### config.mk
export PLATFORM = sky130hd
export DESIGN_NAME = instr_fetch
export DESIGN_NICKNAME = d
export VERILOG_FILES = /design/src/rtl/instr_fetch.sv
export SDC_FILE = /design/constraint.sdc
export NUM_CORES = 1
export LEC_CHECK = 0
export ABC_CLOCK_PERIOD_IN_PS = 5600
export CORE_MARGIN = 8
export CORE_UTILIZATION = 40
export DETAILED_ROUTE_END_ITERATION = 8
export PLACE_DENSITY = 0.7
export RECOVER_POWER = 50
export SETUP_SLACK_MARGIN = 0.15
export SLEW_MARGIN = 25
export SYNTH_ARGS = -nofsm -noshare
export SYNTH_HDL_FRONTEND = slang
export SYNTH_SLANG_ARGS = --single-unit
### constraint.sdc
create_clock -name clk -period 5.6 [get_ports clk]
set_input_delay 0.56 -clock clk [delete_from_list [all_inputs] [get_ports clk]]
set_output_delay 0.56 -clock clk [all_outputs]
set_load 0.005 [all_outputs]
### src/rtl/instr_fetch.sv
// rtl/instr_fetch.sv - single-request instruction fetch unit with branch redirect and flush
module instr_fetch #(
   parameter int                 ADDR_W   = 16,
   parameter logic [ADDR_W-1:0]  RESET_PC = '0
) (
   input  logic              clk,
   input  logic              rst_f,
   output logic [ADDR_W-1:0] mem_addr,
   output logic              mem_req,
   input  logic              mem_ack,
   input  logic [31:0]       mem_rdata,
   output logic [31:0]       ir,
   output logic              ir_valid,
   input  logic              ir_ready,
   input  logic              br_taken,
   input  logic [ADDR_W-1:0] br_target,
   output logic [ADDR_W-1:0] pc
);

   typedef enum logic [1:0] {IDLE, FETCH, HOLD} state_t;

   state_t            state_q;
   logic [ADDR_W-1:0] pc_q;
   logic [ADDR_W-1:0] mem_addr_q;
   logic              mem_req_q;
   logic [31:0]       ir_q;
   logic              ir_valid_q;
   // Set when a redirect arrives while a read is still outstanding; the
   // returning word belongs to the old stream and must be dropped.
   logic              flush_q;
   logic [ADDR_W-1:0] pc_inc_d;

   // Sequential successor address; wraps naturally at the top of the space.
   assign pc_inc_d = pc_q + {{(ADDR_W-1){1'b0}}, 1'b1};

   // Fetch FSM: all outputs are registered and updated alongside the state.
   always_ff @(posedge clk or negedge rst_f) begin
      if (!rst_f) begin
         state_q    <= IDLE;
         pc_q       <= RESET_PC;
         mem_addr_q <= RESET_PC;
         mem_req_q  <= 1'b0;
         ir_q       <= 32'h0;
         ir_valid_q <= 1'b0;
         flush_q    <= 1'b0;
      end else begin
         case (state_q)
            IDLE: begin
               state_q    <= FETCH;
               mem_req_q  <= 1'b1;
               mem_addr_q <= pc_q;
            end
            FETCH: begin
               if (mem_ack) begin
                  if (br_taken) begin
                     // Data and any pending flush are superseded by the new target.
                     pc_q       <= br_target;
                     mem_addr_q <= br_target;
                     flush_q    <= 1'b0;
                  end else if (flush_q) begin
                     // Stale word from before the redirect; reissue at pc.
                     flush_q    <= 1'b0;
                     mem_addr_q <= pc_q;
                  end else begin
                     ir_q       <= mem_rdata;
                     ir_valid_q <= 1'b1;
                     mem_req_q  <= 1'b0;
                     state_q    <= HOLD;
                  end
               end else if (br_taken) begin
                  // Outstanding address stays put until memory answers.
                  pc_q    <= br_target;
                  flush_q <= 1'b1;
               end
            end
            HOLD: begin
               if (br_taken) begin
                  ir_valid_q <= 1'b0;
                  pc_q       <= br_target;
                  mem_addr_q <= br_target;
                  mem_req_q  <= 1'b1;
                  state_q    <= FETCH;
               end else if (ir_ready) begin
                  ir_valid_q <= 1'b0;
                  pc_q       <= pc_inc_d;
                  mem_addr_q <= pc_inc_d;
                  mem_req_q  <= 1'b1;
                  state_q    <= FETCH;
               end
            end
            default: begin
               state_q <= IDLE;
            end
         endcase
      end
   end

   assign mem_addr = mem_addr_q;
   assign mem_req  = mem_req_q;
   assign ir       = ir_q;
   assign ir_valid = ir_valid_q;
   assign pc       = pc_q;

endmodule

* Yosys cells after proc, flatten, opt, wreduce, memory -nomap -nowiden
Cells that the tools add are included.
Storage, ports and cells: register bits 69, output and inout port bits 66, logic and storage cells 57
Operators by class: $add $sub $neg 1, equality and inequality tests 8, multiplexer cells 28, bitwise operators 2, reduce and logical (&&, ||, !) cells 11
Operators with widths (number):
- $mux 16 | 6
- $pmux 16 s3 | 1
- $pmux 16 s2 | 1
- $add 16x1->16 const B | 1
- $mux 1 | 12
- $reduce_and 4->1 | 3
- $mux 2 | 5
- $reduce_and 5->1 | 2
- $ne 2x2->1 const B | 4
- $ne 3x3->1 const B | 2
- $pmux 2 s3 | 1
- $reduce_bool 2->1 | 2
- $pmux 1 s3 | 1
- $reduce_and 3->1 | 1
- $reduce_bool 3->1 | 1
- $eq 2x1->1 const B | 1
- $eq 2x2->1 const B | 1
- $logic_not 2->1 | 1
- $not 1->1 | 2
- $pmux 1 s2 | 1
- $reduce_and 2->1 | 1

* Depth between registers and ports, before layout
depth in word-level cells 4, mapped depth 9

* Least setup slack after synthesis
No wires, ideal clock.
path type register to register, from register pc_q[0], in the netlist pc[0], to register pc_q[14], in the netlist pc[14], library setup time 0.126 ns, arrival 1.940 ns, required time 5.474 ns, setup slack 3.534 ns, stages on the path, launching flop included 7, clock period less this slack 2.066 ns, cells stage by stage dfrtp_1 > ha_1 > clkbuf_1 > nand4_1 > nor4_1 > mux2_2 > a221o_1
On the way: longest elaborated chain between the ends 4
Ends and longest elaborated chain:
- start, declared | line 23 | logic [ADDR_W-1:0] pc_q;
- start signal, assigned | line 57 | pc_q <= br_target;
- start signal, assigned | line 72 | pc_q <= br_target;
- start signal, assigned | line 79 | pc_q <= br_target;
- $add 16x1->16 | line 34 | assign pc_inc_d = pc_q + {{(ADDR_W-1){1'b0}}, 1'b1};
- $mux 16 | line 83 | end else if (ir_ready) begin
- $mux 16 | line 77 | if (br_taken) begin
- $pmux 16 s2 | line 47 | case (state_q)
Every way passes these cells. The select of a mux whose other input is x is not followed. A chain may end at the register's enable or synchronous reset.

* Worst setup path after layout
from register state_q[1], to register ir_q[11], in the netlist ir[11]
On the way: longest elaborated chain between the ends 2
Ends and longest elaborated chain:
- start, declared | line 22 | state_t state_q;
- start signal, assigned | line 39 | state_q <= IDLE;
- start signal, assigned | line 49 | state_q <= FETCH;
- start signal, assigned | line 68 | state_q <= HOLD;
- $eq 2x1->1 | line 47
- $reduce_and 4->1 (no line)
- end signal, assigned | line 65 | ir_q <= mem_rdata;
- end, declared | line 26 | logic [31:0] ir_q;
Every way passes these cells.

==> reports/qor.yml <==
place:
  detailed_place_hpwl_um: 8682
  pre_cts_slack_ns: 2.615
  buffer_ports.inserted: 118
  routabilityCongestion: 0.8501
detailed_routing:
  antenna_violation_net_count_after_detailed_routing: 0
  drt_pass1_iterations: 5
  wirelength_um: 12390
  via_count: 3751
  drc_errors_left: 0
  route.detailed.vias_per_inst: 5.744
  routedWlPerCell_um: 18.97
  initialDrtViolationCount: 259
worst_setup_path:
  critPathLaunchType: "flop"
  regToRegEndpoint: "ir[11]"
  timing.setup.critical_path_class: "reg2reg"
  ff2ff_setup_slack_ns: 2.60
  crit_fanout: 32
  critPathMostFrequentCell: "sky130_fd_sc_hd__inv_1"
  crit_path_max_incr_delay_ns: 0.74
  crit_chain: "inv_1 -> ha_1 -> inv_1 -> nor4_4 -> buf_4 -> mux2_2"
  count_of_cells_along_the_worst_register_to_register_path: 6
  worstPathArrival_ns: 3.23
  critical_path.slowest_cell: "sky130_fd_sc_hd__ha_1"
  worst_setup_path_end_kind: "flop"
  regToRegStartpoint: "state_q[1]"
  crit_required_ns: 5.83
clock_tree:
  cts.reportedPaths.clkPinSlew_ns: 0.07
  resize_count_post_cts: 0
  cts-hold-fix-buffers: 0
  h-tree-depth: 3
  clkLatencyLatePin_ns: 0.35
  ctsRootBufferMaster: "sky130_fd_sc_hd__clkbuf_8"
  cts.repair_timing.setup_buffer_count: 0
  cts_tree: "built"
  count_of_clock_tree_sinks: 69
  cts.path.max_buffers: 2
  cts_made_buffers: 9
floorplan:
  initial_utilization: 0.4118
  die_w_um: 116.1
  die_height_um: 116.1
  floorplan.core_area_mm2: 0.009729
  die-area_mm2: 0.01347
  rows: 36
  top_level_i_o_count: 119
timing:
  final.period_utilization: 0.5351
  max_slew_violations: 0
  timing_worst_slew_pin_value_ns: 0.9813
  whs_ns: 0.4259
  timing.final.hold_violations: 0
  final-setup-viol-count: 0
  skew_ns: 0.01327
  final.setup.worst_slack_ns: 2.604
  grt_setup_unrepaired: "false"
  finalCriticalPeriod_ns: 2.996
  timing.max_slew.rel_slack: 0.3428
  timing.fmax_mhz: 333.7
  setup_total_negative_slack_ns: 0
finish:
  n_fill_cell: 883
  utilization: 0.5585
  final_common_cell: "sky130_fd_sc_hd__clkdlybuf4s50_1"
  layout-drive-gt1-share: 0.1288
  layout_common_cells: "84 x sky130_fd_sc_hd__clkdlybuf4s50_1, 69 x sky130_fd_sc_hd__dfrtp_1, 34 x sky130_fd_sc_hd__mux2_2"
  finalNetCount: 574
  antenna_cells: 0
  syn2layout_area_growth_pct: 35.63
synth:
  postSynthCellCount: 416
  post_synth_arst_share: 1.000
  total_of_flip_flops_plus_latches_after_synthesis: 69
  yosys-top-cells-area: "sky130_fd_sc_hd__dfrtp_1 43%, sky130_fd_sc_hd__mux2_2 9.6%, sky130_fd_sc_hd__o21ai_0 3.5%"
  synth.yosys.warnings: 0
  synth.top_cell.area_share: 0.4310
  synthDominantAreaCellType: "sky130_fd_sc_hd__dfrtp_1"
  syn-mean-instance-area_um2: 9.631
  synth.net_count: 475
  synth_edf_count: 0
  yosys_most_used_dff: "sky130_fd_sc_hd__dfrtp_1"
  share_of_synthesized_area_occupied_by_flip_flops_and_latches: 0.4310
  syn_area_mm2: 0.004006
  synth.lib_cells_used.distinct: 62
global_routing:
  total_global_routing_overflow: 0
  grt_start_max_net_pins: 70
  first_pass_grt_wire_length_um: 19620
  grtUsageTotal: 0.1848
  grt_antenna_before_repair: 0
  grt_pass1_vias: 3725
power_and_ir_drop:
  cell_int_power_mw: 1.840
  power.leakage_nw: 2.174
  register_share_of_total_power: 0.320
  vdd_drop_max_mv: 0.2216
  sw_frac_of_total: 0.4111
  pwr-share-clk: 0.134
  net-switching-power_mw: 1.284
  cellPowerDensity_mw_per_mm2: 575.0
  comb_power_share: 0.546
job:
  max_cap_viol_count: 0
min_path:
  hold_path_class: "in2async"
run_status:
  run_status: "finished, final reports clean"
-- worst max-delay path: cells and delay by family (launching register included) --
kind / cells / cell delay [ns]
buffers and inverters: 3 / 0.97
adder cells (fa/ha/maj): 1 / 0.74
flip-flops: 1 / 0.41
multiplexers: 1 / 0.39
AND/OR/NAND/NOR: 1 / 0.36
-- power by group through the flow --
stage | Combinational (mW) | Clock [mW] | Sequential, mW
2_1_floorplan | 1.01 | 0 | 0.938
3_3_place_gp | 1.71 | 0 | 1.00
3_5_place_dp | 1.75 | 0 | 1.01
4_1_cts | 1.76 | 0.432 | 1.00
5_1_grt | 1.87 | 0.453 | 1.04
6_report | 1.71 | 0.420 | 0.999
-- state kept, by name, summed over array words and instances (netlist names) --
name	count
flush_q	1
ir	32
ir_valid	1
mem_addr	16
mem_req	1
pc	16
state_q	2
-- cells by family after synthesis --
kind of cell | count (synthesis) | synth area share
compound gates | 111 | 0.1849
buf+inv | 49 | 0.05278
flops | 69 | 0.4310
fa+ha+maj | 6 | 0.01874
simple gates | 129 | 0.1708
xor+xnor | 3 | 0.006560
mux | 49 | 0.1352
-- stage by stage --
stage,instances,area [µm²],power [mW]
CTS,653,5434,3.193
global placement,637,5234,2.718
global route,653,5434,3.366
finish,653,5434,3.124
floorplan,416,4006,1.947
detailed placement,637,5234,2.759
-- synth_stat cells (2+ instances only) --
| master | instances |
|---|---|
| sky130_fd_sc_hd__a211o_1 | 4 |
| sky130_fd_sc_hd__a211oi_1 | 8 |
| sky130_fd_sc_hd__a21o_1 | 3 |
| sky130_fd_sc_hd__a21oi_1 | 19 |
| sky130_fd_sc_hd__a221o_1 | 2 |
| sky130_fd_sc_hd__a222oi_1 | 2 |
| sky130_fd_sc_hd__a22o_1 | 2 |
| sky130_fd_sc_hd__a2bb2oi_1 | 3 |
| sky130_fd_sc_hd__a31oi_1 | 11 |
| sky130_fd_sc_hd__and2_1 | 4 |
| sky130_fd_sc_hd__and3_1 | 2 |
| sky130_fd_sc_hd__buf_2 | 13 |
| sky130_fd_sc_hd__buf_4 | 2 |
| sky130_fd_sc_hd__clkbuf_1 | 18 |
| sky130_fd_sc_hd__dfrtp_1 | 69 |
| sky130_fd_sc_hd__ha_1 | 6 |
| sky130_fd_sc_hd__inv_1 | 13 |
| sky130_fd_sc_hd__mux2_1 | 3 |
| sky130_fd_sc_hd__mux2_2 | 34 |
| sky130_fd_sc_hd__mux2i_1 | 11 |
| sky130_fd_sc_hd__nand2_1 | 24 |
| sky130_fd_sc_hd__nand2b_1 | 7 |
| sky130_fd_sc_hd__nand3_1 | 15 |
| sky130_fd_sc_hd__nand4_1 | 8 |
| sky130_fd_sc_hd__nor2_1 | 32 |
| sky130_fd_sc_hd__nor2b_1 | 9 |
| sky130_fd_sc_hd__nor3_1 | 5 |
| sky130_fd_sc_hd__nor4_1 | 8 |
| sky130_fd_sc_hd__o211ai_1 | 2 |
| sky130_fd_sc_hd__o21a_1 | 2 |
| sky130_fd_sc_hd__o21ai_0 | 28 |
| sky130_fd_sc_hd__o21bai_1 | 2 |
| sky130_fd_sc_hd__o221ai_1 | 3 |
| sky130_fd_sc_hd__o22a_1 | 3 |
| sky130_fd_sc_hd__o22ai_1 | 4 |
| sky130_fd_sc_hd__o31ai_1 | 5 |
| sky130_fd_sc_hd__o41ai_1 | 2 |
| sky130_fd_sc_hd__or3_1 | 2 |
| sky130_fd_sc_hd__xnor2_1 | 3 |
-- worst max-delay path by stage --
stage | startpoint | to | slack, ns | depth (start not counted)
floorplan | pc[0] | pc[14] | 3.53 | 6
global placement | state_q[1] | ir[4] | 2.71 | 6
detailed placement | state_q[0] | pc[10] | 2.61 | 6
CTS | state_q[1] | ir[13] | 2.62 | 6
global route | state_q[0] | mem_addr[9] | 2.38 | 6
finish | state_q[1] | ir[11] | 2.60 | 6
-- routing by layer --
metal  vias to the layer above  global-route usage  part of all wire
met5                         -                   0                 0
li1                       1732                   -                 -
met3                        18             0.04794              0.10
met1                      1800              0.2343              0.44
met2                       201              0.2840              0.44
met4                         0             0.09421             0.018
-- cell type report --
type                            count  area, µm²  area share
Clock inverter                      6      62.56     0.01151
Inverter                           14      52.55    0.009671
Sequential cell                    69       1727      0.3178
Multi-Input combinational cell    298       2079      0.3827
Clock buffer                       10      137.6     0.02533
Tap cell                          133      166.4     0.03062
Timing Repair Buffer              123       1209      0.2224
(Power assumes the default switching activity.)
==> variant (same settings) <==
Set the parameter `ADDR_W` to 14 (it was 16).
--- a/src/rtl/instr_fetch.sv
+++ b/src/rtl/instr_fetch.sv
@@ -1,5 +1,5 @@
 // rtl/instr_fetch.sv - single-request instruction fetch unit with branch redirect and flush
 module instr_fetch #(
-   parameter int                 ADDR_W   = 16,
+   parameter int                 ADDR_W   = 14,
    parameter logic [ADDR_W-1:0]  RESET_PC = '0
 ) (
Interface: changed (resized br_target, mem_addr and pc); port bits go from 119 to 113. No check against the original RTL was run, so the function may have changed too.
==> variant against the original RTL <==
The run now ends with capacitance limit, slew limit left; total power decreased by 14%; critical endpoint is now ir_valid; sequential power down 7.8%; sequential cell count is 4 lower; final area fell by 12%; clock power is 7.4% lower; setup slack got worse by 0.46 ns; wire length shrank 21%; worst hold slack gained 0.056 ns; area after synthesis shrank 12%.
==> variant: results (changes against the original RTL) <==
vias in the first global route - 3052 (was 3725)
Syn. warnings - 0 (unchanged)
Worst EP arrival - 3.11 ns (was 3.23 ns)
All-Layer GR Usage - 16.1% (was 18.5%)
CTS buffer count - 9 (unchanged)
max reg flops - 32 (unchanged)
layout cells sized above 1 - 15.3% (was 12.9%)
violated checks - capacitance limit, slew limit
Setup Skew - 0.00804 ns (was 0.0133 ns)
Post-Route WL - 9830 µm (was 12400 µm)
Worst Setup SP - rst_f (was state_q[1])
post-cts sizing count - 0 (unchanged)
port bufs - 112 (was 118)
Max VDD drop - 0.301 mV (was 0.222 mV)
DP Area - 0.00461 mm² (was 0.00523 mm²)
GP Congestion - 0.822 (was 0.850)
Synth cell types - 60 (was 62)
Max Fanout on Critical Path - 65 (was 32)
Critical-path top delay cell - clkbuf_1 (was ha_1)
status - complete, but fails checks (was complete, no violations)
post-synthesis net count - 397 (was 475)
CTS max path bufs - 2 (unchanged)
Setup crit end - ir_valid (was ir[11])
reg-to-reg critical path endpoint - pc[5] (was ir[11])
depth of the CTS H-tree - 3 (unchanged)
post-DR vias/cell - 5.58 (was 5.74)
post-synthesis compound-gate area fraction - 18.5% (about the same)
WHS Path Cells - 2
initial drt markers - 163 (was 259)
reg2reg path depth - 7 (was 6)
Synth top cells by count - dfrtp_1, nand2_1, mux2_2 (was dfrtp_1, mux2_2, nor2_1)
Fillers - 771 (was 883)
combinational fraction of design power - 51.2% (was 54.6%)
worst hold path class - reg2reg (was in2async)
Worst Hold Endpoint - mem_addr[12]
XOR/XNOR share of the synthesized area - 1.24% (was 0.656%)
reg-to-reg slack, setup - 2.61 ns (was 2.60 ns)
reg2reg start - state_q[0] (was state_q[1])
HP Start - mem_addr[12]
Synth Area in Adders - 2.13% (was 1.87%)
worst-margin pin slew - 3.48 ns (was 0.981 ns)
Sw Share - 38.7% (was 41.1%)
first-pass GRT wire length - 15300 µm (was 19600 µm)
Area Growth Syn to Fin - 36.2% (was 35.6%)
largest net degree at the start of global routing - 66 (was 70)
P_leak - 2.00 nW (was 2.17 nW)
Area contributors post-synth - dfrtp_1, mux2_2, nand2_1, o21ai_0, a21oi_1 (was dfrtp_1, mux2_2, o21ai_0, nor2_1, mux2i_1)
final net count - 497 (was 574)
CP top delay family - buffers and inverters (unchanged)
mux cell area share after synthesis - 12.5% (was 13.5%)
max incr delay on CP - 2.44 ns (was 0.74 ns)
Detailed Place HPWL - 7020 µm (was 8680 µm)
max-slew violations - 66 (was 0)
Worst-path clk slew - 0.07 ns (about the same)
sequential area share after synthesis - 46.2% (was 43.1%)
Clk Latency, worst-skew pair - 0.34 ns
max-cap viol count - 1 (was 0)
[variant: changes by cell type after synthesis, sizes merged, moves of 7 or more]
cell,unedited run,this run
nand2,24,43
nor2,32,19
nand3,16,4
nor2b,9,0
nand4,9,2
nor4,9,2
[variant: final cells by class]
class	count	share of cell area (%)
clock buffers	9	2.58
clock inverters	7	1.49
inverters	10	0.782
multi-input cells	240	35.0
flip-flops and latches	65	33.9
well taps	108	2.82
repair buffers	114	23.4
[variant: tightest hold or removal path, stage by stage, from the launching register on]
cell	delay, ns
dfrtp_1	0.35
nand2_1	0.04
o21ai_0	0.06
[variant: cells by family after synthesis]
logic type | Yosys count
and+or+nand+nor | 90
buffers and inverters | 35
AOI/OAI and AO/OA | 99
xor gates and xnor gates | 5
DFF | 65
muxes | 40
adders and majority gates | 6
[variant: layer usage]
layer / part of all wire [%] / global-route usage, % / up-vias
met4: 1.3 / 6.36 / 0
met5: 0 / 0 / -
met3: 9.8 / 4.28 / 15
met1: 45 / 20.9 / 1479
li1: - / - / 1438
met2: 44 / 25.0 / 153
[variant: power groups by stage]
stage | clock, mW | sequential [mW] | combinational, mW
detailed placement | 0 | 0.934 | 1.42
global route | 0.422 | 0.955 | 1.52
floorplan | 0 | 0.886 | 0.807
CTS | 0.401 | 0.926 | 1.43
finish | 0.389 | 0.921 | 1.38
global placement | 0 | 0.921 | 1.40
[variant: per-stage QoR]
stage	instances	setup WS [ns]	hold WS, ns	power (mW)
after floorplan	340	3.68	0.264	1.69
after global placement	537	2.31	0.467	2.32
after detailed placement	537	2.19	0.471	2.36
after CTS	553	2.55	0.431	2.76
after global routing	553	1.30	0.512	2.90
final	553	2.14	0.482	2.69
